$ cat config.mk
export PLATFORM = sky130hd
export DESIGN_NAME = wombat_pkt_stats
export DESIGN_NICKNAME = d
export VERILOG_FILES = /design/src/rtl/wombat_pkt_stats.sv
export SDC_FILE = /design/constraint.sdc
export NUM_CORES = 1
export LEC_CHECK = 0
export ABC_CLOCK_PERIOD_IN_PS = 3100
export CORE_ASPECT_RATIO = 0.6
export CORE_MARGIN = 2
export CORE_UTILIZATION = 48
export DETAILED_ROUTE_END_ITERATION = 16
export PLACE_DENSITY = 0.81
export SYNTH_ARGS = -nofsm -noshare
export SYNTH_HDL_FRONTEND = slang
export SYNTH_SLANG_ARGS = --single-unit
$ cat constraint.sdc
create_clock -name clk -period 3.1 [get_ports clk]
set_input_delay 0.31 -clock clk [delete_from_list [all_inputs] [get_ports clk]]
set_output_delay 0.31 -clock clk [all_outputs]
set_load 0.01 [all_outputs]
$ cat src/rtl/wombat_pkt_stats.sv
`default_nettype none
// ============================================================================
// Module  : wombat_pkt_stats
// Purpose : Passive statistics monitor for the datapath. It counts completed
//           ingress and egress AXI-Stream packets and latches the latest
//           accelerator result. Each value is held until wombat_cpu_regs
//           sends its clear-on-read pulse.
// Revision: 1.0 - initial release
// ============================================================================
module wombat_pkt_stats #(
  parameter int CNT_WIDTH = 32,
  parameter bit SATURATE  = 1'b1
) (
  input  logic                 clk,
  input  logic                 reset,
  input  logic                 in_tvalid,
  input  logic                 in_tready,
  input  logic                 in_tlast,
  input  logic                 out_tvalid,
  input  logic                 out_tready,
  input  logic                 out_tlast,
  input  logic                 result_valid,
  input  logic [31:0]          result_data,
  input  logic                 pktin_reg_clear,
  input  logic                 pktout_reg_clear,
  input  logic                 return_value_clear,
  output logic [CNT_WIDTH-1:0] pktin_reg,
  output logic [CNT_WIDTH-1:0] pktout_reg,
  output logic [31:0]          return_value,
  output logic                 result_pending,
  output logic                 pkt_in_flight
);

  typedef enum logic [0:0] {
    ST_IDLE   = 1'b0,
    ST_IN_PKT = 1'b1
  } state_t;

  // Index 0 is the ingress stream, index 1 is the egress stream.
  logic [1:0] w_beat;
  logic [1:0] w_eop;
  logic [1:0] w_clear;

  assign w_beat  = {out_tvalid & out_tready, in_tvalid & in_tready};
  assign w_eop   = w_beat & {out_tlast, in_tlast};
  assign w_clear = {pktout_reg_clear, pktin_reg_clear};

  for (genvar s = 0; s < 2; s++) begin : g_stream
    state_t               r_state;
    logic [CNT_WIDTH-1:0] r_cnt;
    logic [CNT_WIDTH-1:0] w_base;
    logic [CNT_WIDTH-1:0] w_next;

    // Next count: a clear zeroes the base first so a coincident packet end
    // still registers as 1; saturation only applies to an uncleared count.
    always_comb begin
      w_base = w_clear[s] ? '0 : r_cnt;
      w_next = w_base;
      if (w_eop[s]) begin
        if (SATURATE && !w_clear[s] && (&r_cnt)) begin
          w_next = r_cnt;
        end else begin
          w_next = w_base + CNT_WIDTH'(1);
        end
      end
    end

    // Packet framing state and completed-packet counter for this stream.
    always_ff @(posedge clk) begin
      if (reset) begin
        r_state <= ST_IDLE;
        r_cnt   <= '0;
      end else begin
        if (w_beat[s]) begin
          r_state <= w_eop[s] ? ST_IDLE : ST_IN_PKT;
        end
        r_cnt <= w_next;
      end
    end
  end

  assign pktin_reg     = g_stream[0].r_cnt;
  assign pktout_reg    = g_stream[1].r_cnt;
  assign pkt_in_flight = (g_stream[0].r_state == ST_IN_PKT);

  // Result latch: a new result beats a coincident clear, last result wins.
  always_ff @(posedge clk) begin
    if (reset) begin
      return_value   <= '0;
      result_pending <= 1'b0;
    end else if (result_valid) begin
      return_value   <= result_data;
      result_pending <= 1'b1;
    end else if (return_value_clear) begin
      return_value   <= '0;
      result_pending <= 1'b0;
    end
  end

endmodule
`default_nettype wire

==> reports/metrics.yaml <==
end_kind: "flop"
seqCellArea_um2: 1962
outcome: "complete, no violations"
synth_compound_area_share_pct: 17.06
synth_fa_ha_area_share_pct: 0.5068
layout_common_cells: "clkdlybuf4s50_1, dfxtp_1, a21oi_1, nor2_1, nand2_1"
tns_ns: 0
cts_root_buf: "clkbuf_16"
synth_xor_area_share_pct: 0.5322
nets: 794
synth_fp_nets: 662
grt_pass1_vias: 5152
grt_max_degree: 70
rrSetupSlack_ns: 0.57
gp_congestion: 0.9531
powerDensity_nw_per_um2: 383.5
die-area_um2: 11140
min_period_ns: 2.561
overflow: 0
diodes: 0
cp_max_fo: 7
dp_hpwl_um: 11300
clk_path_buf_depth: 2
cts_made_buffers: 9
timing.critical_path.mode_cell: "or4_1"
rsz0062_at_grt: "false"
start_util_pct: 49.80
die_w_um: 134.9
wl_um: 15620
netlist_instances: 616
cts_setup_buffers: 0
synth_top_family_by_area: "simple AND/OR/NAND/NOR gates"
tightest_slew_ns: 1.049
crit_type: "in2reg"
slew_headroom_pct: 30.05
portBuffers: 141
vias_per_cell: 6.211
critical_path.max_stage_delay_ns: 0.69
clkTransAtPathRegs_ns: 0.07
final_common_cell: "clkdlybuf4s50_1"
critPathRequiredTime_ns: 3.37
grt_pass1_wl_um: 24980
yosys.area_share.simple_pct: 35.76
rows: 28
finalSetupViolations: 0
dr.pass1.iters: 5
vias: 5515
synthMuxAreaShare_pct: 2.636
slowest_stage: "or4_1"
syn_area_um2: 4937
ant_nets: 0
grt_usage_pct: 28.19
hold_buffers: 0
skew_ns: 0.009797
place_inst: 872
async_flop_share_pct: 0
final_max_slew_viol_count: 0
top_level_ports: 142
drc: 0
postSynthAreaPerCell_um2: 8.015
critical_path_arrival_ns: 2.83
core_um2: 9915
cts-resized-gates: 0
synth-seq-area-share_pct: 39.74
finalCritPeriodShare_pct: 82.62
grt_antenna_before_repair: 0
hp-class: "reg2reg"
max-cap-violations: 0
die_y_um: 82.56
clock_latency_ns: 0.34
drt_iter0_drc: 587
crit_family: "simple AND/OR/NAND/NOR gates"
peakVddDrop_mv: 0.2894
cts_max_level: 3
post_drt_wl_per_cell_um: 17.59
hold_viol: 0
syn_to_final_growth_pct: 37.41
drive_gt1_share_pct: 6.906
worst-path-buf-inv: 1
ys_ff_latch: 98
synth_edf_count: 0
final_cell_count_no_fill: 888
p_leak_nw: 2.237
max_freq_mhz: 390.4
clock_sinks: 98
cp_cell_sequence: "clkdlybuf4s50_1 -> nand4b_4 -> or4_1 -> or3_4 -> or4_1 -> a21oi_1"
ys.flop_type: "dfxtp_1"
ys_types: 50
multi_input_area_um2: 2795
cts_tree: "built"
nFillCells: 809
ys_warn_count: 0
cp-start-kind: "input port"
## path summary, 6_finish.rpt
path         cells after the start        endpoint             start
max                              6  pktout_reg[15]  pktout_reg_clear
min                              2   pktin_reg[18]     pktin_reg[18]
max reg2reg                      5  pktout_reg[15]     pktout_reg[2]
min reg2reg                      2   pktin_reg[18]     pktin_reg[18]
## layout make-up
cell class	instances	share of cell area [%]
Clock buffer	10	3.523
Clock inverter	6	0.7193
Inverter	9	0.4980
Multi-Input combinational cell	471	41.20
Sequential cell	98	28.92
Tap cell	135	2.490
Timing Repair Buffer	159	22.65
## per-layer routing
| layer | wire (um) | global-route usage [%] | part of all wire [%] |
|---|---|---|---|
| met5 | 0 | 0 | 0 |
| met4 | 107 | 6.563 | 0.68 |
| met3 | 2251 | 11.78 | 14 |
| met2 | 6567 | 41.83 | 42 |
| met1 | 6694 | 38.20 | 43 |
## worst min-delay path, stage by stage, from the launching register on
cell	delay, ns
dfxtp_1	0.33
o31ai_1	0.07
a21oi_1	0.05
## power breakdown
group,internal (W),switching [W]
clock network,0.000573,0.000505
logic,0.000117,0.000113
registers,0.00128,0.0000115
total,0.00197,0.000630
## metrics by stage
| step | total power (W) | util [%] | hold slack [ns] | area, um2 | setup WS, ns |
|---|---|---|---|---|---|
| 2_1_floorplan | 0.001422 | - | 0.4547 | 4937 | 0.7786 |
| 3_3_place_gp | 0.001542 | 65.52 | 0.4700 | 6496 | 0.2424 |
| 3_5_place_dp | 0.001549 | 65.52 | 0.4866 | 6496 | 0.2386 |
| 4_1_cts | 0.002618 | 68.43 | 0.4993 | 6784 | 0.5875 |
| 5_1_grt | 0.002692 | 68.43 | 0.5409 | 6784 | 0.3545 |
| 6_report | 0.002601 | 68.43 | 0.5003 | 6784 | 0.5388 |
## cell families (layout without fill, tap and decap cells)
| kind of cell | after synthesis | after routing |
|---|---|---|
| buf+inv | 47 | 184 |
| simple gates | 308 | 308 |
| mux | 12 | 12 |
| compound gates | 146 | 146 |
| xor+xnor | 3 | 3 |
| fa+ha+maj | 2 | 2 |
| flops | 98 | 98 |
## synthesized netlist by cell type, types with 2 or more instances
library cell	number	area share (%)
buf_1	6	0.46
dfxtp_1	98	40
nand3b_1	2	0.30
nand2_1	43	3.3
nand2b_1	2	0.25
ha_1	2	0.51
o2111ai_1	2	0.35
nand4b_1	2	0.35
nand4_1	28	3.5
o41ai_1	2	0.35
inv_1	9	0.68
a31o_2	3	0.53
xnor2_1	2	0.35
or3_1	30	3.8
nor3_1	13	1.3
and3_1	18	2.3
mux2i_1	4	0.81
buf_2	2	0.20
a21oi_1	85	8.6
o31ai_1	11	1.7
nor3b_1	32	4.9
nand3_1	26	2.6
clkbuf_1	29	2.2
nor2b_1	14	1.8
nor2_1	52	4.0
o21ai_0	26	2.6
a31oi_1	3	0.38
nor4_1	13	1.6
o211ai_1	4	0.61
a41o_1	2	0.41
and4_1	7	1.2
a311oi_1	3	0.53
mux2_2	8	1.8
or4_1	15	2.3
and2_1	3	0.38
Note: power is estimated with default switching activity, not from simulation.
